<file path="src/rtl/best_scan_pkg.sv">
// best_scan_pkg: shared types and constants for the post-run best-distance scanner.
//   total_data_t : one total-distance word as it travels along the array shift chain
//   scan_state_t : scanner FSM states
//   ST_*         : the same states as plain 2-bit constants, for code that keeps
//                  its state register as logic
//   DIST_W       : width of a distance word, derived from total_data_t
package best_scan_pkg;

  typedef logic [31:0] total_data_t;

  typedef enum logic [1:0] {
    IDLE = 2'd0,
    PEND = 2'd1,
    SCAN = 2'd2,
    DONE = 2'd3
  } scan_state_t;

  localparam logic [1:0] ST_IDLE = 2'(IDLE);
  localparam logic [1:0] ST_PEND = 2'(PEND);
  localparam logic [1:0] ST_SCAN = 2'(SCAN);
  localparam logic [1:0] ST_DONE = 2'(DONE);

  localparam int DIST_W = $bits(total_data_t);

  // Host shifts must be held off while a scan is waiting or is in progress.
  function automatic logic state_busy(input logic [1:0] state);
    return (state == ST_PEND) || (state == ST_SCAN);
  endfunction

endpackage

</file>
<file path="src/rtl/best_scan_if.sv">
// best_scan_if: total-distance shift chain between the scanner and the array.
//   dist_shift : shift strobe toward the array
//   dist_wdata : word written into the chain tail on a shift
//   dist_rdata : word at the chain head (combinational from the array)
//   parity     : scanner's mirror of the array's or/tw chain select
// Modports: master = scanner side, slave = array side.
interface best_scan_if #(parameter int dist_w = best_scan_pkg::DIST_W);
  logic              dist_shift;
  logic [dist_w-1:0] dist_wdata;
  logic [dist_w-1:0] dist_rdata;
  logic              parity;

  modport master (output dist_shift, output dist_wdata, output parity, input dist_rdata);
  modport slave  (input dist_shift, input dist_wdata, input parity, output dist_rdata);
endinterface

</file>
<file path="src/rtl/best_scan_min_tracker.sv">
// min_tracker: holds a minimum value and the index it came from.
//   clk, reset : clock and synchronous active-high reset
//   clear      : forget the held value (min_val all-ones, valid 0)
//   load       : take value/idx unconditionally (wins over clear)
//   update     : take value/idx only if nothing is held or value is strictly less
//   value, idx : candidate word and its index
//   min_val, min_idx, valid : held minimum, its index, and whether one is held
// Used both for the per-scan running minimum and for the all-time best.
module min_tracker
  import best_scan_pkg::*;
#(
  parameter int dist_w = DIST_W,
  parameter int idx_w  = 3
) (
  input  logic              clk,
  input  logic              reset,
  input  logic              clear,
  input  logic              load,
  input  logic              update,
  input  logic [dist_w-1:0] value,
  input  logic [idx_w-1:0]  idx,
  output logic [dist_w-1:0] min_val,
  output logic [idx_w-1:0]  min_idx,
  output logic              valid
);

  logic better;

  // Strictly-less keeps the earliest index on ties.
  assign better = !valid || (value < min_val);

  // Load beats clear so a clear coinciding with a new result still captures it.
  always_ff @(posedge clk) begin
    if (reset) begin
      min_val <= '1;
      min_idx <= '0;
      valid   <= 1'b0;
    end else if (load) begin
      min_val <= value;
      min_idx <= idx;
      valid   <= 1'b1;
    end else if (update && better) begin
      min_val <= value;
      min_idx <= idx;
      valid   <= 1'b1;
    end else if (clear) begin
      min_val <= '1;
      min_idx <= '0;
      valid   <= 1'b0;
    end
  end

endmodule

</file>
<file path="src/rtl/best_scan.sv">
// best_scan: after a run, rotates the total-distance chain once through itself
// and reports the smallest word of that pass plus an all-time best.
//   clk, reset            : clock, synchronous active-high reset
//   running               : array run in progress
//   auto_en               : start a scan on the falling edge of running
//   scan_start            : one-cycle software scan request
//   best_clear            : one-cycle clear of the all-time best
//   host_shift/host_wdata : host chain access, passed through when idle
//   chain                 : shift chain to the array (best_scan_if.master)
//   scan_busy             : scan pending or in progress
//   scan_done             : one-cycle pulse when results update
//   last_min/last_idx     : minimum of the latest scan and its word index
//   best_dist/best_idx/best_valid : all-time minimum
//   scan_count            : completed scans, saturating
//   host_shift_err        : sticky, a host shift was dropped while busy
module best_scan
  import best_scan_pkg::*;
#(
  parameter int replica_num = 32,
  parameter int dist_w      = DIST_W,
  parameter int idx_w       = $clog2(2 * replica_num)
) (
  input  logic              clk,
  input  logic              reset,
  input  logic              running,
  input  logic              auto_en,
  input  logic              scan_start,
  input  logic              best_clear,
  input  logic              host_shift,
  input  logic [dist_w-1:0] host_wdata,
  best_scan_if.master       chain,
  output logic              scan_busy,
  output logic              scan_done,
  output logic [dist_w-1:0] last_min,
  output logic [idx_w-1:0]  last_idx,
  output logic [dist_w-1:0] best_dist,
  output logic [idx_w-1:0]  best_idx,
  output logic              best_valid,
  output logic [15:0]       scan_count,
  output logic              host_shift_err
);

  localparam logic [idx_w-1:0] LAST_K = idx_w'(2 * replica_num - 1);

  logic [1:0]        state;
  logic [idx_w-1:0]  k;
  logic              running_d;
  logic              parity;
  logic              trigger;
  logic              in_scan;
  logic [dist_w-1:0] scan_min;
  logic [idx_w-1:0]  scan_idx;
  logic              scan_valid;
  logic              final_take;

  assign trigger   = scan_start | (auto_en & running_d & ~running);
  assign in_scan   = (state == ST_SCAN);
  assign scan_busy = state_busy(state);
  assign scan_done = (state == ST_DONE);

  // While scanning, every word read at the head is written straight back at
  // the tail, so 2N shifts leave the chain exactly as it was.
  assign chain.dist_shift = in_scan ? 1'b1 : (host_shift & ~scan_busy);
  assign chain.dist_wdata = in_scan ? chain.dist_rdata : host_wdata;
  assign chain.parity     = parity;

  // Scan sequencing: a trigger while the array still runs waits in PEND.
  always_ff @(posedge clk) begin
    if (reset) begin
      state <= ST_IDLE;
      k     <= '0;
    end else begin
      case (state)
        ST_IDLE: begin
          k <= '0;
          if (trigger) state <= running ? ST_PEND : ST_SCAN;
        end
        ST_PEND: begin
          k <= '0;
          if (!running) state <= ST_SCAN;
        end
        ST_SCAN: begin
          if (k == LAST_K) state <= ST_DONE;
          else             k     <= k + 1'b1;
        end
        ST_DONE: state <= ST_IDLE;
        default: state <= ST_IDLE;
      endcase
    end
  end

  always_ff @(posedge clk) begin
    if (reset) running_d <= 1'b0;
    else       running_d <= running;
  end

  // Mirrors the array's or/tw select, which flips on every shift.
  always_ff @(posedge clk) begin
    if (reset)                 parity <= 1'b0;
    else if (chain.dist_shift) parity <= ~parity;
  end

  always_ff @(posedge clk) begin
    if (reset)                        host_shift_err <= 1'b0;
    else if (host_shift && scan_busy) host_shift_err <= 1'b1;
  end

  min_tracker #(.dist_w(dist_w), .idx_w(idx_w)) u_scan_min (
    .clk     (clk),
    .reset   (reset),
    .clear   (1'b0),
    .load    (in_scan && (k == '0)),
    .update  (in_scan && (k != '0)),
    .value   (chain.dist_rdata),
    .idx     (k),
    .min_val (scan_min),
    .min_idx (scan_idx),
    .valid   (scan_valid)
  );

  // The last word is folded in here rather than in the tracker so the scan
  // result is already stable during the DONE cycle.
  assign final_take = !scan_valid || (chain.dist_rdata < scan_min);

  always_ff @(posedge clk) begin
    if (reset) begin
      last_min <= '0;
      last_idx <= '0;
    end else if (in_scan && (k == LAST_K)) begin
      last_min <= final_take ? chain.dist_rdata : scan_min;
      last_idx <= final_take ? k : scan_idx;
    end
  end

  // A clear landing on DONE wipes the old best and the new result replaces it.
  min_tracker #(.dist_w(dist_w), .idx_w(idx_w)) u_best (
    .clk     (clk),
    .reset   (reset),
    .clear   (best_clear),
    .load    (scan_done && best_clear),
    .update  (scan_done),
    .value   (last_min),
    .idx     (last_idx),
    .min_val (best_dist),
    .min_idx (best_idx),
    .valid   (best_valid)
  );

  always_ff @(posedge clk) begin
    if (reset)                                 scan_count <= '0;
    else if (scan_done && scan_count != 16'hFFFF) scan_count <= scan_count + 16'd1;
  end

endmodule

</file>
<file path="src/flat_wrapper.sv">
// flat-port wrapper written by rule: the top's interface ports become plain ports
module best_scan_flat import best_scan_pkg::*;
#(
  parameter int replica_num = 32,
  parameter int dist_w      = DIST_W,
  parameter int idx_w       = $clog2(2 * replica_num)
)
  (clk, reset, running, auto_en, scan_start, best_clear, host_shift, host_wdata, scan_busy, scan_done, last_min, last_idx, best_dist, best_idx, best_valid, scan_count, host_shift_err, chain_dist_shift, chain_dist_wdata, chain_parity, chain_dist_rdata);
  best_scan_if #(.dist_w(dist_w)) chain_i ();
  input  logic clk;
  input  logic reset;
  input  logic running;
  input  logic auto_en;
  input  logic scan_start;
  input  logic best_clear;
  input  logic host_shift;
  input  logic [dist_w-1:0] host_wdata;
  output logic scan_busy;
  output logic scan_done;
  output logic [dist_w-1:0] last_min;
  output logic [idx_w-1:0] last_idx;
  output logic [dist_w-1:0] best_dist;
  output logic [idx_w-1:0] best_idx;
  output logic best_valid;
  output logic [15:0] scan_count;
  output logic host_shift_err;
  output wire logic [$bits(chain_i.dist_shift)-1:0] chain_dist_shift;
  output wire logic [$bits(chain_i.dist_wdata)-1:0] chain_dist_wdata;
  output wire logic [$bits(chain_i.parity)-1:0] chain_parity;
  input wire logic [$bits(chain_i.dist_rdata)-1:0] chain_dist_rdata;
  assign chain_dist_shift = chain_i.dist_shift;
  assign chain_dist_wdata = chain_i.dist_wdata;
  assign chain_parity = chain_i.parity;
  assign chain_i.dist_rdata = chain_dist_rdata;
  best_scan #(.replica_num(replica_num), .dist_w(dist_w), .idx_w(idx_w)) u_core (.clk(clk), .reset(reset), .running(running), .auto_en(auto_en), .scan_start(scan_start), .best_clear(best_clear), .host_shift(host_shift), .host_wdata(host_wdata), .chain(chain_i), .scan_busy(scan_busy), .scan_done(scan_done), .last_min(last_min), .last_idx(last_idx), .best_dist(best_dist), .best_idx(best_idx), .best_valid(best_valid), .scan_count(scan_count), .host_shift_err(host_shift_err));
endmodule
</file>
<file path="config.mk">
export PLATFORM = sky130hd
export DESIGN_NAME = best_scan_flat
export DESIGN_NICKNAME = d
export VERILOG_FILES = /design/src/rtl/best_scan_pkg.sv /design/src/rtl/best_scan_if.sv /design/src/rtl/best_scan_min_tracker.sv /design/src/rtl/best_scan.sv /design/src/flat_wrapper.sv
export SDC_FILE = /design/constraint.sdc
export NUM_CORES = 1
export LEC_CHECK = 0
export CAP_MARGIN = 5
export CORE_AREA = 2 2 128 130
export DETAILED_ROUTE_END_ITERATION = 10
export DIE_AREA = 0 0 130 132
export PLACE_DENSITY = 0.89
export SYNTH_ARGS = -nofsm -noshare
export SYNTH_HDL_FRONTEND = slang
export SYNTH_SLANG_ARGS = --single-unit
</file>
<file path="constraint.sdc">
create_clock -name clk -period 3.4 [get_ports clk]
set_input_delay 0.51 -clock clk [delete_from_list [all_inputs] [get_ports clk]]
set_output_delay 0.51 -clock clk [all_outputs]
set_load 0.01 [all_outputs]
</file>
==> impl_metrics.ini, run 1 <==
[clocking]
clockBufferDepth = 2
insertion_delay_ns = 0.42
cts_resized = 0
post_cts_buffers = 0
cts_tree = built
clkTransAtPathRegs_ns = 0.06
ctsHoldBuffers = 0
h-tree-depth = 4
cts.sinks = 143
cts-buffers-inserted = 17
cts-root-buf = clkbuf_16

[timing]
slew_headroom = 0.524
setup_tns_ns = 0
hold_violations = 0
fin_skew_ns = 0.00606
finalSetupViolations = 0
max_freq_ghz = 0.338
slew_viol_final = 0
rsz0062_at_grt = no
fin_crit_sh = 0.869
min_period_ns = 2.96
tightest_slew_ns = 0.715

[job]
maxCapViolations = 0

[worst_hold_path]
holdCritPathClass = flop to flop

[power]
power_frac_seq = 0.340
p_int_w = 0.00418
clkPwrFrac = 0.340
vdd_drop_max_uv = 405
p_per_area_mw_per_mm2 = 574
swShare = 0.305
leakage_nw = 4.65
switching_power_w = 0.00183
p_comb_frac = 0.320

[place]
port_buffers = 200
dp.cells = 1209
dpl_cell_area_mm2 = 0.00982
gp_congestion = 0.857
hpwlAfterDp_um = 15600

[synth]
syn_area_mm2 = 0.00761
ys_seq_area_frac = 0.376
ys_warn_count = 0
synth_edf_count = 0
postSynthAreaPerCell_um2 = 9.25
syn_nets = 962
synth-seq-cells = 143
synth-main-ff-cell = dfxtp_1
synthArstFlopShare = 0
synth.distinct_cells = 45
syn_inst = 822

[finish]
area_delta_synth_final_pct = 37.6
diodes = 0
final_nets = 1152
fin_cells = 1241
layout-drive-gt1-share = 0.0917
design_area_mm2 = 0.0105
final_util = 0.666

[worst_setup_path]
critPathMaxFanout = 22
critPathLaunchType = input port
end_kind = flop
cp_data_arrival_time_ns = 3.22
crit_required_ns = 3.66
crit_type = input port to flop

[route]
drc_errors = 0
vias = 6963
wl_per_cell_um = 17.2
vias_per_cell = 5.61
wl_um = 21300
ant_nets = 0
dr.pass1.iters = 5
drtIter0Drc = 532

[die]
start_util = 0.484
row_count = 46
chipHeight_um = 132
ios = 201
dieWidth_um = 130
die-area_mm2 = 0.0172
fp.coreArea_mm2 = 0.0157

[run_status]
status = complete, no violations

[grt]
grt_pass1_vias = 6709
grt.overflow.total = 0
grt_pass1_wl_um = 34000
antenna_found_initial = 0
grt_max_degree = 64
gr-usage-all-layers = 0.248
[critical path, cell delays in order]
cell and delay (ns):
clkdlybuf4s50_1 0.47, ha_1 0.33, and4_1 0.23, a21o_1 0.19, a211oi_1 0.26, o21ai_1 0.19
a41oi_4 0.29, buf_12 0.18, buf_12 0.18, mux2i_1 0.25, a211oi_1 0.12
[worst paths after layout]
path / startpoint / depth (start not counted) / to / slack [ns]
worst min-delay path: u_core.u_best.min_idx[1] / 2 / u_core.u_best.min_idx[1] / 0.45
worst max-delay path: chain_dist_rdata[11] / 11 / u_core.last_min[7] / 0.44
worst max register to register: u_core.u_best.min_val[10] / 10 / u_core.u_best.min_val[12] / 0.50
worst min register to register: u_core.u_best.min_idx[1] / 2 / u_core.u_best.min_idx[1] / 0.45
[routing by layer]
layer	vias up	global-route usage	routed length [um]
li1	3356	-	-
met5	-	0	0
met1	3283	0.342	9690
met3	49	0.0406	1250
met2	275	0.386	9740
met4	0	0.100	661
[synthesized netlist by cell type, types with 9 or more instances]
library cell / count / area [um2]
dfxtp_1: 143 / 2860
inv_1: 82 / 308
ha_1: 69 / 863
nor2_1: 65 / 244
o211ai_1: 63 / 473
a211oi_1: 46 / 345
mux2i_1: 41 / 410
nand2_1: 34 / 128
a21oi_1: 33 / 165
clkbuf_1: 33 / 124
mux2_2: 32 / 360
o22a_1: 32 / 280
nand3_1: 17 / 85.1
nand4_1: 16 / 100
o21ai_0: 16 / 80.1
nor3_1: 10 / 50.1
xor2_1: 9 / 78.8
[kinds of logic (layout without fill, tap and decap cells)]
| family | Yosys count | count (layout) | synth area share |
|---|---|---|---|
| xor gates and xnor gates | 15 | 15 | 0.0173 |
| muxes | 73 | 73 | 0.101 |
| adders and majority gates | 69 | 69 | 0.113 |
| DFF | 143 | 143 | 0.376 |
| and+or+nand+nor | 171 | 171 | 0.106 |
| AOI/OAI and AO/OA | 215 | 215 | 0.203 |
| buffers and inverters | 136 | 339 | 0.0827 |
[cells in the final DEF, fill, tap and decap left out, types with 3 or more instances in the layout]
master / n
inv_1: 82
buf_12: 4
nand2b_1: 4
and4_1: 4
a21oi_1: 33
dfxtp_1: 143
and3_1: 3
xor2_1: 9
ha_1: 68
clkdlybuf4s50_1: 199
nor2b_1: 4
or3_1: 5
bufinv_16: 5
mux2i_1: 41
nor2_1: 65
nand2_1: 34
o22ai_1: 7
a211oi_1: 46
xnor2_1: 6
a21o_1: 6
mux2_2: 32
nand4_1: 16
o211ai_1: 63
nor3_1: 10
nand3_1: 17
buf_4: 21
o22a_1: 32
clkbuf_16: 17
clkbuf_1: 3
o21ai_0: 16
[state kept, by name, summed over array words and instances (netlist names)]
register	count
u_core.chain.parity	1
u_core.last_min	32
u_core.running_d	1
u_core.u_best.valid	1
u_core.state	2
u_core.u_best.min_val	32
u_core.u_scan_min.min_val	32
u_core.k	6
u_core.u_scan_min.valid	1
u_core.scan_count	16
u_core.last_idx	6
u_core.u_scan_min.min_idx	6
u_core.host_shift_err	1
u_core.u_best.min_idx	6
[power groups by stage]
| stage | Combinational, W | Clock (W) | Sequential (W) |
|---|---|---|---|
| final | 0.00192 | 0.00204 | 0.00204 |
| after global routing | 0.00209 | 0.00214 | 0.00206 |
| after CTS | 0.00192 | 0.00207 | 0.00204 |
| after detailed placement | 0.00189 | 0 | 0.00207 |
| after global placement | 0.00183 | 0 | 0.00206 |
| after floorplan | 0.00117 | 0 | 0.00207 |
[per-stage QoR]
| step | hold slack (ns) | setup slack, ns | total power [W] |
|---|---|---|---|
| 2_1_floorplan | 0.434 | 0.856 | 0.00324 |
| 3_3_place_gp | 0.439 | 0.164 | 0.00389 |
| 4_1_cts | 0.456 | 0.476 | 0.00602 |
| 3_5_place_dp | 0.446 | 0.0760 | 0.00396 |
| 5_1_grt | 0.472 | 0.319 | 0.00629 |
| 6_report | 0.453 | 0.444 | 0.00601 |
[area by class of cell]
cell class / instances / area, um2
fill: 1199 / 5250
timing repair buffer: 225 / 2230
multi-input combinational: 543 / 4140
clock buffer: 22 / 464
sequential: 143 / 2860
tap: 216 / 270
inverter: 82 / 308
clock inverter: 10 / 184
Note: power is estimated with default switching activity, not from simulation.
==> inputs of run 2 (changes only) <==
SLEW_MARGIN = 20   (was default)
==> results of run 2 <==
Final layout, timing and power as in run 1 (identical DEF).
